==> src/rtl/poly_tobytes_stream_if.sv <==
// Stream bundle between the basemul-accumulate stage, the byte packer and
// the byte-oriented output/hash path.
interface poly_tobytes_stream_if #(
    parameter int DEPTH = 8
);
    logic               readin;
    logic               in_ready;
    logic [15:0]        din_1;
    logic [15:0]        din_2;
    logic [DEPTH-1:0]   in_index;
    logic               readout;
    logic [7:0]         dout;
    logic               dout_valid;
    logic [DEPTH:0]     out_index;
    logic               done;

    // Producer/consumer side (drives pairs in, takes bytes out)
    modport master (
        output readin, din_1, din_2, in_index, readout,
        input  in_ready, dout, dout_valid, out_index, done
    );

    // Packer side
    modport slave (
        input  readin, din_1, din_2, in_index, readout,
        output in_ready, dout, dout_valid, out_index, done
    );
endinterface

==> src/rtl/poly_tobytes_stream.sv <==
// Packs a stream of signed coefficient pairs into the Kyber 12-bit byte
// encoding (3 bytes per pair), one byte per cycle, through a 2-entry FIFO.
module poly_tobytes_stream #(
    parameter int DEPTH   = 8,
    parameter int KYBER_Q = 3329
) (
    input  logic                  clk,
    input  logic                  reset,
    input  logic                  set,
    poly_tobytes_stream_if.slave  bus
);

    typedef enum logic [2:0] {
        S_IDLE,
        S_B0,
        S_B1,
        S_B2,
        S_DONE
    } state_t;

    state_t             r_state;
    state_t             w_state_nxt;

    logic [11:0]        r_t0   [2];
    logic [11:0]        r_t1   [2];
    logic [DEPTH-2:0]   r_pair [2];
    logic               r_head;
    logic [1:0]         r_count;

    logic               w_in_ready;
    logic               w_valid;
    logic               w_push;
    logic               w_pop;
    logic               w_byte_xfer;
    logic               w_tail;
    logic [DEPTH:0]     w_pair_ext;
    logic [DEPTH:0]     w_base;
    logic [7:0]         w_dout;
    logic [DEPTH:0]     w_out_index;

    // Map a signed coefficient into [0, q); only the low 12 bits are kept,
    // so a 16-bit wrapping add is sufficient.
    function automatic logic [11:0] to_pos(input logic [15:0] x);
        logic [15:0] s;
        s = x[15] ? (x + 16'(KYBER_Q)) : x;
        return s[11:0];
    endfunction

    assign w_in_ready  = (r_state != S_DONE) && (r_count < 2'd2);
    assign w_valid     = (r_state == S_B0) || (r_state == S_B1) || (r_state == S_B2);
    assign w_push      = set & bus.readin & w_in_ready;
    assign w_byte_xfer = set & w_valid & bus.readout;
    // With fewer than two entries the free slot is head+count (mod 2)
    assign w_tail      = r_head ^ r_count[0];
    assign w_pair_ext  = {2'b00, r_pair[r_head]};
    assign w_base      = (w_pair_ext << 1) + w_pair_ext;

    // Byte sequencer: next state, pop decision and head-entry byte select
    always_comb begin
        w_state_nxt = r_state;
        w_pop       = 1'b0;
        w_dout      = '0;
        w_out_index = '0;
        case (r_state)
            S_IDLE: begin
                if (r_count != 2'd0) w_state_nxt = S_B0;
            end
            S_B0: begin
                w_dout      = r_t0[r_head][7:0];
                w_out_index = w_base;
                if (w_byte_xfer) w_state_nxt = S_B1;
            end
            S_B1: begin
                w_dout      = {r_t1[r_head][3:0], r_t0[r_head][11:8]};
                w_out_index = w_base + (DEPTH+1)'(1);
                if (w_byte_xfer) w_state_nxt = S_B2;
            end
            S_B2: begin
                w_dout      = r_t1[r_head][11:4];
                w_out_index = w_base + (DEPTH+1)'(2);
                if (w_byte_xfer) begin
                    w_pop = 1'b1;
                    if (r_pair[r_head] == '1)
                        w_state_nxt = S_DONE;
                    else if ((r_count > 2'd1) || w_push)
                        w_state_nxt = S_B0;
                    else
                        w_state_nxt = S_IDLE;
                end
            end
            S_DONE: begin
                w_state_nxt = S_DONE;
            end
            default: begin
                w_state_nxt = S_IDLE;
            end
        endcase
    end

    // State register; everything freezes while set is low
    always_ff @(posedge clk) begin
        if (reset)
            r_state <= S_IDLE;
        else if (set)
            r_state <= w_state_nxt;
    end

    // Pair FIFO: write at tail on push, advance head on pop
    always_ff @(posedge clk) begin
        if (reset) begin
            r_head  <= 1'b0;
            r_count <= 2'd0;
        end else begin
            if (w_push) begin
                r_t0[w_tail]   <= to_pos(bus.din_1);
                r_t1[w_tail]   <= to_pos(bus.din_2);
                r_pair[w_tail] <= bus.in_index[DEPTH-1:1];
            end
            if (w_pop)
                r_head <= ~r_head;
            case ({w_push, w_pop})
                2'b10:   r_count <= r_count + 2'd1;
                2'b01:   r_count <= r_count - 2'd1;
                default: r_count <= r_count;
            endcase
        end
    end

    assign bus.in_ready   = w_in_ready;
    assign bus.dout_valid = w_valid;
    assign bus.dout       = w_dout;
    assign bus.out_index  = w_out_index;
    assign bus.done       = (r_state == S_DONE);

endmodule
==> src/flat_wrapper.sv <==
// flat-port wrapper written by rule: the top's interface ports become plain ports
module poly_tobytes_stream_flat 
#(
    parameter int DEPTH   = 8,
    parameter int KYBER_Q = 3329
)
  (clk, reset, set, bus_readin, bus_din_1, bus_din_2, bus_in_index, bus_readout, bus_in_ready, bus_dout, bus_dout_valid, bus_out_index, bus_done);
  poly_tobytes_stream_if #(.DEPTH(DEPTH)) bus_i ();
  input  logic clk;
  input  logic reset;
  input  logic set;
  input wire logic [$bits(bus_i.readin)-1:0] bus_readin;
  input wire logic [$bits(bus_i.din_1)-1:0] bus_din_1;
  input wire logic [$bits(bus_i.din_2)-1:0] bus_din_2;
  input wire logic [$bits(bus_i.in_index)-1:0] bus_in_index;
  input wire logic [$bits(bus_i.readout)-1:0] bus_readout;
  output wire logic [$bits(bus_i.in_ready)-1:0] bus_in_ready;
  output wire logic [$bits(bus_i.dout)-1:0] bus_dout;
  output wire logic [$bits(bus_i.dout_valid)-1:0] bus_dout_valid;
  output wire logic [$bits(bus_i.out_index)-1:0] bus_out_index;
  output wire logic [$bits(bus_i.done)-1:0] bus_done;
  assign bus_i.readin = bus_readin;
  assign bus_i.din_1 = bus_din_1;
  assign bus_i.din_2 = bus_din_2;
  assign bus_i.in_index = bus_in_index;
  assign bus_i.readout = bus_readout;
  assign bus_in_ready = bus_i.in_ready;
  assign bus_dout = bus_i.dout;
  assign bus_dout_valid = bus_i.dout_valid;
  assign bus_out_index = bus_i.out_index;
  assign bus_done = bus_i.done;
  poly_tobytes_stream #(.DEPTH(DEPTH), .KYBER_Q(KYBER_Q)) u_core (.clk(clk), .reset(reset), .set(set), .bus(bus_i));
endmodule
==> config.mk <==
export PLATFORM = sky130hd
export DESIGN_NAME = poly_tobytes_stream_flat
export DESIGN_NICKNAME = d
export VERILOG_FILES = /design/src/rtl/poly_tobytes_stream_if.sv /design/src/rtl/poly_tobytes_stream.sv /design/src/flat_wrapper.sv
export SDC_FILE = /design/constraint.sdc
export NUM_CORES = 1
export LEC_CHECK = 0
export CAP_MARGIN = 10
export CORE_ASPECT_RATIO = 0.9
export CORE_MARGIN = 3
export CORE_UTILIZATION = 57
export DETAILED_ROUTE_END_ITERATION = 7
export GPL_TIMING_DRIVEN = 0
export PLACE_DENSITY_LB_ADDON = 0.1
export SLEW_MARGIN = 40
export SYNTH_ARGS = -nofsm -noshare
export SYNTH_HDL_FRONTEND = slang
export SYNTH_SLANG_ARGS = --single-unit
==> constraint.sdc <==
create_clock -name clk -period 7.4 [get_ports clk]
set_clock_uncertainty 0.05 [all_clocks]
set_input_delay 1.85 -clock clk [delete_from_list [all_inputs] [get_ports clk]]
set_output_delay 1.85 -clock clk [all_outputs]
set_load 0.05 [all_outputs]
==> results of run 1 <==
-- final timing paths --
check                                   endpoint  slack [ps]                            from  cells past startpoint
setup / recovery                bus_out_index[8]         310                            flop                     13
setup reg to reg  u_core.r_state[0]$_SDFFE_PP0P_        4100                            flop                     11
hold reg to reg   u_core.r_count[1]$_SDFFE_PP0P_         500  u_core.r_count[1]$_SDFFE_PP0P_                      2
hold / removal    u_core.r_count[1]$_SDFFE_PP0P_         500  u_core.r_count[1]$_SDFFE_PP0P_                      2
-- cell usage after synthesis, drive strengths merged, types with 8 or more instances --
library cell,number,area [um2]
clkbuf,8,30.03
xnor2,21,183.9
o21ai,11,58.81
a21oi,15,75.07
edfxtp,62,1862
mux2,18,206.4
inv,14,52.55
nand2,23,86.33
nor2,28,105.1
nand2b,8,50.05
xor2,14,122.6
ha,14,175.2
nand4,8,50.05
-- logic make-up (layout without fill, tap and decap cells) --
kind of cell | count (synthesis) | after routing | share of synthesized area
adders and majority gates | 15 | 15 | 0.05123
muxes | 29 | 29 | 0.09819
buffers and inverters | 29 | 107 | 0.03087
DFF | 69 | 69 | 0.5255
and+or+nand+nor | 88 | 88 | 0.1107
AOI/OAI and AO/OA | 59 | 59 | 0.1031
xor gates and xnor gates | 35 | 35 | 0.08046
-- where the power goes --
part / total [mW] / switching [mW] / internal (mW)
logic: 0.275 / 0.170 / 0.105
registers: 0.444 / 0.00400 / 0.440
clock network: 0.293 / 0.139 / 0.154
-- final cells by class --
type	count	area (um2)	area share
flip-flops and latches	69	2002	0.4251
multi-input cells	226	1700	0.3611
repair buffers	62	598.1	0.1270
clock buffers	11	131.4	0.02790
well taps	87	108.9	0.02311
plain buffers	15	65.06	0.01382
inverters	14	52.55	0.01116
clock inverters	5	51.30	0.01089
-- registers in the layout, summed over array words and instances, names as in the netlist, named ones only --
register,flops
u_core.r_head,1
u_core.r_t0,24
u_core.r_pair,14
u_core.r_t1,24
u_core.r_count,2
u_core.r_state,3
-- through the flow --
| stage | hold slack, ps | cells |
|---|---|---|
| floorplan | 449.4 | 324 |
| finish | 502.3 | 489 |
| global route | 533.2 | 489 |
| detailed placement | 494.6 | 473 |
| global placement | 469.9 | 465 |
| CTS | 506.2 | 489 |
-- layer usage --
layer  up-vias  GRT usage  share of wire
met5         -          0              0
met4         0    0.07152          0.016
met3        13    0.03607          0.053
met2        98     0.3760           0.50
met1      1371     0.2733           0.43
li1       1357          -              -
-- critical path, stage by stage (launching register included) --
cell and delay, ps:
dfxtp_1 330, buf_6 120, clkbuf_1 540, buf_1 600, mux2i_1 410, inv_1 100, ha_1 310, a211oi_1 300
nor2_1 100, xor2_1 390, nand2_1 150, or4_1 540, o311ai_1 100, clkdlybuf4s50_1 850
==> results.toml, run 1 <==
[setup_path]
timing_worst_setup_path_type = "reg -> out"
end_kind = "primary output"
cp.arrival_ps = 5190
worstPathRequired_ps = 5500
crit_fanout = 10
start_kind = "flop"

[place]
gp_congestion = 0.8340
place_worst_setup_slack_ps = 716.6
numPortBuffers = 54
placed_cell_area_um2 = 4527
dp_hpwl_um = 6235

[drt]
drc_errors = 0
wl_per_cell_um = 16.82
dr.pass1.iters = 5
via_per_inst = 5.806
routed_wl_um = 8224
drtIter0Drc = 129
vias = 2839
antenna_left = 0

[cts]
numCtsBuffers = 9
clkSinkCount = 69
cts_buffer_depth = 2
clk_pin_slew_worst_paths_ps = 70
insertion_delay_ps = 340
cts_tree = "built"
root_buffer = "clkbuf_8"
cts_setup_buffers = 0
postCtsResizedCells = 0
hold_buffers = 0
h-tree-depth = 3

[power]
vdd_drop_max_v = 0.0001381
p_per_area_nw_per_um2 = 214.8
power_mw = 1.012
leakage_nw = 1.622

[synthesis]
syn_inst = 324
ys_types = 46
ys_warn_count = 0
netlist_area_um2 = 3810
ys_seq_elements = 69
ys_seq_area_frac = 0.5255
synth_ff_type = "edfxtp_1"
async_flop_share = 0
syn_nets = 384
syn_avg_cell_area_um2 = 11.76
synth_edf_count = 62

[grt]
grt_max_degree = 12
grt-ovfl-total = 0
antenna_found_initial = 0
grt_pass1_vias = 2765
grt_usage = 0.2160
grt_pass1_wl_um = 12990

[layout]
n_fill_cell = 432
layout_common_cells = "edfxtp_1 (62), clkdlybuf4s50_1 (54), nor2_1 (28), nand2_1 (23), xnor2_1 (21)"
synthToLayoutAreaGrowth_pct = 23.61
num_antenna_cells = 0
layout_commonest_cell = "edfxtp_1"
nNetsFinal = 457
drive_above_1_share = 0.1194
stdcell_area_um2 = 4710
fin_util = 0.7495

[sta]
slew-limit-headroom = 0.5291
setup_tns_ps = 0
rsz0062_at_grt = "false"
tightest_slew_ps = 706.3
hold_viol_final = 0
setup_ws_ps = 312.4
finalMaxSlewViolations = 0
finalSetupViolCount = 0
fin_crit_sh = 0.9578
fmax_ghz = 0.1411
period_needed_ps = 7088

[floorplan]
core_um2 = 6284
die_x_um = 92.18
initial_core_util = 0.6063
die_height_um = 83.56
num_io_pins = 65
rows = 27
dieArea_um2 = 7703

[status]
status = "completed"

[run]
drv_cap = 0

[worst_hold_path]
hold_class = "reg -> reg"
(Power assumes the default switching activity.)
==> run 2, diff against run 1 <==
SKIP_LAST_GASP = 1   (was not set)
==> results of run 2 <==
Final layout, timing and power as in run 1 (identical DEF).
